===== config.mk =====
export PLATFORM = sky130hd
export DESIGN_NAME = regfile_mp
export DESIGN_NICKNAME = d
export VERILOG_FILES = /design/src/rtl/regfile_mp.sv
export SDC_FILE = /design/constraint.sdc
export NUM_CORES = 2
export LEC_CHECK = 0
export ABC_CLOCK_PERIOD_IN_PS = 4400
export BUFFER_PORTS_ARGS = -buffer_cell sky130_fd_sc_hd__buf_2
export CELL_PAD_IN_SITES_DETAIL_PLACEMENT = 1
export CELL_PAD_IN_SITES_GLOBAL_PLACEMENT = 2
export CORE_ASPECT_RATIO = 1.5
export CORE_MARGIN = 4
export CORE_UTILIZATION = 43
export DETAILED_ROUTE_END_ITERATION = 10
export GPL_ROUTABILITY_DRIVEN = 0
export PLACE_DENSITY_LB_ADDON = 0.15
export REMOVE_ABC_BUFFERS = 1
export SLEW_MARGIN = 20
export SYNTH_ARGS = -nofsm -noshare
export SYNTH_HDL_FRONTEND = slang
export SYNTH_SLANG_ARGS = --single-unit

===== constraint.sdc =====
create_clock -name clk_100MHz -period 4.4 [get_ports clk_100MHz]
set_clock_uncertainty 0.2 [all_clocks]
set_input_delay 0.88 -clock clk_100MHz [delete_from_list [all_inputs] [get_ports clk_100MHz]]
set_output_delay 0.88 -clock clk_100MHz [all_outputs]
set_load 0.005 [all_outputs]

===== src/rtl/regfile_mp.sv =====
// Multi-port integer register file: two write ports, NUM_RD bypassed read ports,
// hardware clear sequencer. Define REGFILE_SCOREBOARD_EN to add busy-bit hazard tracking.
module regfile_mp #(
  parameter int DATA_W = 32,
  parameter int ADDR_W = 5,
  parameter int NUM_RD = 2
) (
  input  logic                       clk_100MHz,
  input  logic                       arst_n,
  input  logic                       clr_req_i,
  output logic                       ready_o,
  input  logic                       w0_ena_i,
  input  logic [ADDR_W-1:0]          w0_addr_i,
  input  logic [DATA_W-1:0]          w0_data_i,
  input  logic                       w1_ena_i,
  input  logic [ADDR_W-1:0]          w1_addr_i,
  input  logic [DATA_W-1:0]          w1_data_i,
  input  logic [NUM_RD*ADDR_W-1:0]   r_addr_i,
  output logic [NUM_RD*DATA_W-1:0]   r_data_o,
  input  logic                       iss_ena_i,
  input  logic [ADDR_W-1:0]          iss_addr_i,
  output logic [NUM_RD-1:0]          busy_o
);

  localparam int DEPTH = 1 << ADDR_W;

  typedef enum logic {CLEAR, RUN} state_e;

  state_e              state_q;
  logic [ADDR_W-1:0]   clr_ptr_q;
  logic                ready_q;
  logic [DATA_W-1:0]   mem_q [DEPTH];

  logic run;
  logic w0_we_d;
  logic w1_we_d;

  assign run     = (state_q == RUN);
  assign w0_we_d = run && w0_ena_i && (w0_addr_i != '0);
  assign w1_we_d = run && w1_ena_i && (w1_addr_i != '0);
  assign ready_o = ready_q;

  always_ff @(posedge clk_100MHz or negedge arst_n) begin
    if (!arst_n) begin
      state_q   <= CLEAR;
      clr_ptr_q <= '0;
      ready_q   <= 1'b0;
    end else begin
      case (state_q)
        CLEAR: begin
          clr_ptr_q <= clr_ptr_q + 1'b1;
          if (clr_ptr_q == ADDR_W'(DEPTH - 1)) begin
            state_q <= RUN;
            ready_q <= 1'b1;
          end
        end
        RUN: begin
          if (clr_req_i) begin
            state_q   <= CLEAR;
            clr_ptr_q <= '0;
            ready_q   <= 1'b0;
          end
        end
        default: state_q <= CLEAR;
      endcase
    end
  end

  // The array is wiped by the sequencer, so it carries no reset; w1 is last and wins.
  always_ff @(posedge clk_100MHz) begin
    if (!run) begin
      mem_q[clr_ptr_q] <= '0;
    end else begin
      if (w0_we_d) mem_q[w0_addr_i] <= w0_data_i;
      if (w1_we_d) mem_q[w1_addr_i] <= w1_data_i;
    end
  end

`ifdef REGFILE_SCOREBOARD_EN
  logic [DEPTH-1:0] busy_q;

  always_ff @(posedge clk_100MHz or negedge arst_n) begin
    if (!arst_n) begin
      busy_q <= '0;
    end else if (run) begin
      if (clr_req_i) begin
        busy_q <= '0;
      end else begin
        if (w0_we_d) busy_q[w0_addr_i] <= 1'b0;
        if (w1_we_d) busy_q[w1_addr_i] <= 1'b0;
        if (iss_ena_i && (iss_addr_i != '0)) busy_q[iss_addr_i] <= 1'b1;
      end
    end
  end
`else
  logic unused_iss;
  assign unused_iss = ^{iss_ena_i, iss_addr_i};
  assign busy_o     = '0;
`endif

  for (genvar k = 0; k < NUM_RD; k++) begin : g_rd
    logic [ADDR_W-1:0] ra;
    logic              hit0;
    logic              hit1;
    logic [DATA_W-1:0] rd;

    assign ra   = r_addr_i[k*ADDR_W +: ADDR_W];
    assign hit0 = w0_we_d && (w0_addr_i == ra);
    assign hit1 = w1_we_d && (w1_addr_i == ra);

    always_comb begin
      rd = '0;
      if (run && (ra != '0)) begin
        if (hit1)      rd = w1_data_i;
        else if (hit0) rd = w0_data_i;
        else           rd = mem_q[ra];
      end
    end

    assign r_data_o[k*DATA_W +: DATA_W] = rd;

`ifdef REGFILE_SCOREBOARD_EN
    // A bypassed write resolves the hazard this cycle even though the bit is still set.
    assign busy_o[k] = run && (ra != '0) && busy_q[ra] && !(hit0 || hit1);
`endif
  end

endmodule

Word level (Yosys, flattened, before mapping)

Memories as Yosys holds them, arrays and structs flattened.
Index checks and enable logic that the tools add are counted.

Reductions and logical operators: 16
$add $sub $neg: 1
Bitwise operators: 1
Equality and inequality tests: 7
Mux-type cells: 24

Operator list:

| cell                                         | number |
|---|---|
| two-way mux 32 bit                           | 7 |
| OR reduction 32 bit                          | 1 |
| equality test 5 bit                          | 4 |
| nonzero test 5 bit                           | 4 |
| two-way mux 1 bit                            | 12 |
| logical AND 1 bit                            | 10 |
| two-way mux 5 bit                            | 2 |
| one-hot mux 5 bit (2 select lines)           | 1 |
| adder 5 x 1 -> 5 bit, second input constant  | 1 |
| equality test 5 bit, second input constant   | 1 |
| inequality test 2 bit, second input constant | 2 |
| one-hot mux 1 bit (2 select lines)           | 2 |
| AND reduction 2 bit                          | 1 |
| NOT 1 bit                                    | 1 |

Bits of input ports: 95
Logic and storage cells: 53
Bits in registers: 7
Output and inout bits: 67
Memory bits (writable): 1024
Memories: 1

Memory list:

| memory | words | bits a word | rd ports | clocked after Yosys merged registers in | wr ports | line | text |
|---|---|---|---|---|---|---|---|
| mem_q  | 32    | 32          | 2        | 0                                       | 2        | 32   | `logic [DATA_W-1:0] mem_q [DEPTH];` |

Longest topological paths before layout

Word-level depth: 7
Gate-level depth with buffers: 9
Mapped depth without buffers: 5

Worst setup path after synthesis

OpenSTA, ideal clock, no wires.

Path type: in2reg
Start: input port w0_addr_i[3]
End: memory mem_q[4][0], enable pin
Arrival time: 3.982 ns
Required time: 3.767 ns
Library setup time: 0.433 ns
Path buffers: 3
Setup slack: -0.215 ns
Stages: 8
Cell sequence: buf_2 or4_4 o21a_1 buf_6 buf_6 o21ai_0 nand2_1 o22ai_1

RTL lines:

| item            | line | text |
|---|---|---|
| start, declared | 13   | `input logic [ADDR_W-1:0] w0_addr_i,` |
| end, declared   | 32   |  |

Worst setup path after layout

Start: input port w0_addr_i[2]
End: output port r_data_o[36]

Longest elaborated chain between the ends: 6
Elaborated cells on any way between the ends: 7
Classes of those cells: eq/ne (1); mux (3); reduce/logical (3)

Ends and longest elaborated chain:

| item                 | line | text |
|---|---|---|
| nonzero test 5 bit   | 39   | `assign w0_we_d = run && w0_ena_i && (w0_addr_i != '0);` |
| logical AND 1 bit    | 39   |  |
| logical AND 1 bit *  | 108  | `assign hit0 = w0_we_d && (w0_addr_i == ra);` |
| two-way mux 32 bit * | 115  | `else if (hit0) rd = w0_data_i;` |
| two-way mux 32 bit * | 114  | `if (hit1) rd = w1_data_i;` |
| two-way mux 32 bit * | 113  | `if (run && (ra != '0)) begin` |
| end, declared        | 19   | `output logic [NUM_RD*DATA_W-1:0] r_data_o,` |

Every way passes the cells marked *; elsewhere a longest branch is shown, timed or not.

==> impl_metrics.toml <==
[yosys]
ys_ff_latch = 1031
synth_edf_count = 1024
synth_area_sq_um = 60400
yosysSeqAreaShare_pct = 51.2
netlist-cell-type-count = 54
synth-warning-count = 0
synth_top_flop_cell = "edfxtp_1"
avgSynthCellArea_sq_um = 10.9
synth_cells = 5548
async_flop_share_pct = 0.679

[sta]
hold_viol = 0
period_needed_ns = 4.34
finalCritPeriodShare_pct = 98.6
finalMaxSlewViolations = 0
rsz0062_at_grt = "false"
setup_viol = 0
worstMarginPinSlew_ns = 1.07
max_slew_margin_pct = 28.8
finalWorstSetupSlack_ns = 0.0634
tns_ns = 0
hold_slack_ns = 0.267
max_freq_ghz = 0.231

[place]
post-dp-hpwl_mm = 162
place_inst = 7237
place_ws_ns = -0.0777
io_buffer_count = 153

[critical_path]
arrival_ns = 3.26
cp_max_fo = 18
critPathRequiredTime_ns = 3.32
crit_type = "in2out"
end_kind = "output port"
crit_path_start_kind = "primary input"

[die]
die_x_microns = 314
start_util_pct = 43.3
dieArea_sq_um = 147000
die_y_microns = 467
ios = 162
core_sq_um = 140000
rows = 168

[routing]
vias = 49100
wire_per_inst_microns = 35.4
drc = 0
drtIter0Drc = 4695
wl_mm = 263
via_per_inst = 6.60
detail-route-antenna-nets = 0
drt-pass1-iter-count = 6

[grt]
grt_pass1_vias = 50889
grt-ovfl-total = 0
antenna_found_initial = 7
grt_max_degree = 65
grt_pass1_wl_mm = 368
grt_use_total_pct = 35.4

[min_path]
hold_class = "in2reg"

[outcome]
outcome = "completed"

[clocking]
cts-buffers-inserted = 107
clk_path_buf_depth = 3
cts_tree = "yes"
post_cts_buffers = 0
clk_pin_slew_ns = 0.06
cts_root_buf = "clkbuf_16"
clock_latency_ns = 0.70
cts_max_level = 3
clock_sinks = 1031

[final_layout]
area_growth_syn_to_layout_pct = 14.8
final_cell_mix = "nand2_1, o21ai_0, edfxtp_1"
fin_nets = 5574
fillers = 14684
layoutNonFillerInstCount = 7445
drive_above_1_share_pct = 23.3
final_common_cell = "nand2_1"

[job]
max-cap-violations = 0

[power]
ir_drop_v = 0.000328
cellPowerDensity_nw_per_um2 = 407
leakagePower_nw = 23.5
power_mw = 28.2
[registers in the layout, summed over array words and instances, names as in the netlist]
name       count
clr_ptr_q      5
mem_q       1024
run            1
ready_o        1
[cells by family (layout without fill, tap and decap cells)]
| logic type | count (synthesis) | after routing | synth area share [%] |
|---|---|---|---|
| DFF | 1031 | 1031 | 51.2 |
| buffers and inverters | 727 | 745 | 4.84 |
| xor gates and xnor gates | 22 | 22 | 0.319 |
| and+or+nand+nor | 1407 | 1407 | 9.82 |
| other | 1 | 10 | 0.00621 |
| AOI/OAI and AO/OA | 1524 | 1524 | 14.1 |
| adders and majority gates | 2 | 2 | 0.0414 |
| muxes | 834 | 834 | 19.7 |
[critical path, cell delays in order]
cell	delay, ns
buf_2	0.16
or4_4	0.57
o21ai_4	0.23
nor4_4	0.11
or3_2	0.48
buf_12	0.20
o211ai_1	0.24
buf_4	0.19
buf_2	0.12
[worst paths after layout]
check                                         start                        to  slack (ns)  cells past startpoint
worst max-delay path                   w0_addr_i[2]              r_data_o[36]        0.06                      9
worst max register to register        run$_DFF_PN0_    mem_q[5][31]$_DFFE_PP_        1.14                      8
worst min-delay path                      clr_req_i  clr_ptr_q[4]$_DFFE_PN0P_        0.27                      2
min in group asynchronous                    arst_n       ready_o$_DFFE_PN0P_        0.34                      2
worst min register to register  ready_o$_DFFE_PN0P_       ready_o$_DFFE_PN0P_        0.37                      2
max in group asynchronous                    arst_n  clr_ptr_q[3]$_DFFE_PN0P_        3.49                      2
[synthesized netlist by cell type, types with 42 or more instances]
| cell type | count | area (sq um) |
|---|---|---|
| nand2_1 | 1110 | 4170 |
| mux4_2 | 259 | 5830 |
| buf_2 | 54 | 270 |
| clkbuf_1 | 518 | 1940 |
| mux2_2 | 253 | 2850 |
| edfxtp_1 | 1024 | 30700 |
| o21ai_0 | 1031 | 5160 |
| mux2i_1 | 322 | 3220 |
| o22ai_1 | 276 | 1730 |
| nor2_1 | 122 | 458 |
| nand3_1 | 42 | 210 |
| buf_1 | 73 | 274 |
[layer usage]
layer | up-vias | track usage [%] | share of wire (%)
met5 | - | 0 | 0
met4 | 0 | 25.8 | 8.7
met3 | 917 | 4.34 | 6.4
met2 | 2224 | 62.8 | 50
met1 | 25386 | 39.1 | 34
li1 | 20573 | - | -
[power by group]
| part | internal (mW) | switching, mW | total, mW |
|---|---|---|---|
| clock | 5.28 | 4.14 | 9.42 |
| combinational | 2.18 | 3.92 | 6.09 |
| sequential | 12.2 | 0.517 | 12.7 |
| total | 19.7 | 8.58 | 28.2 |
[stage by stage]
stage / cell area [sq um] / util, %
floorplan: 57600 / -
global placement: 65800 / 47.1
detailed placement: 65800 / 47.1
CTS: 69300 / 49.6
global route: 69300 / 49.7
finish: 69300 / 49.7
[final cells by class]
cell class	instances	area (sq um)	area share [%]
flip-flops and latches	1031	30900	44.6
multi-input cells	3791	27300	39.4
repair buffers	506	5060	7.31
clock buffers	131	2830	4.08
well taps	1870	2340	3.37
clock inverters	68	687	0.991
inverters	40	150	0.217
diodes	8	20.0	0.0289
[what timing repair did]
item                                    4_1_cts  5_1_grt
pin swaps                                     0        0
endpoints found under the hold margin         7        0
hold buffers                                  1        0
resized for setup                             1        3
gates cloned                                  0        0
endpoints found under the setup margin        9        3
(Power assumes the default switching activity.)
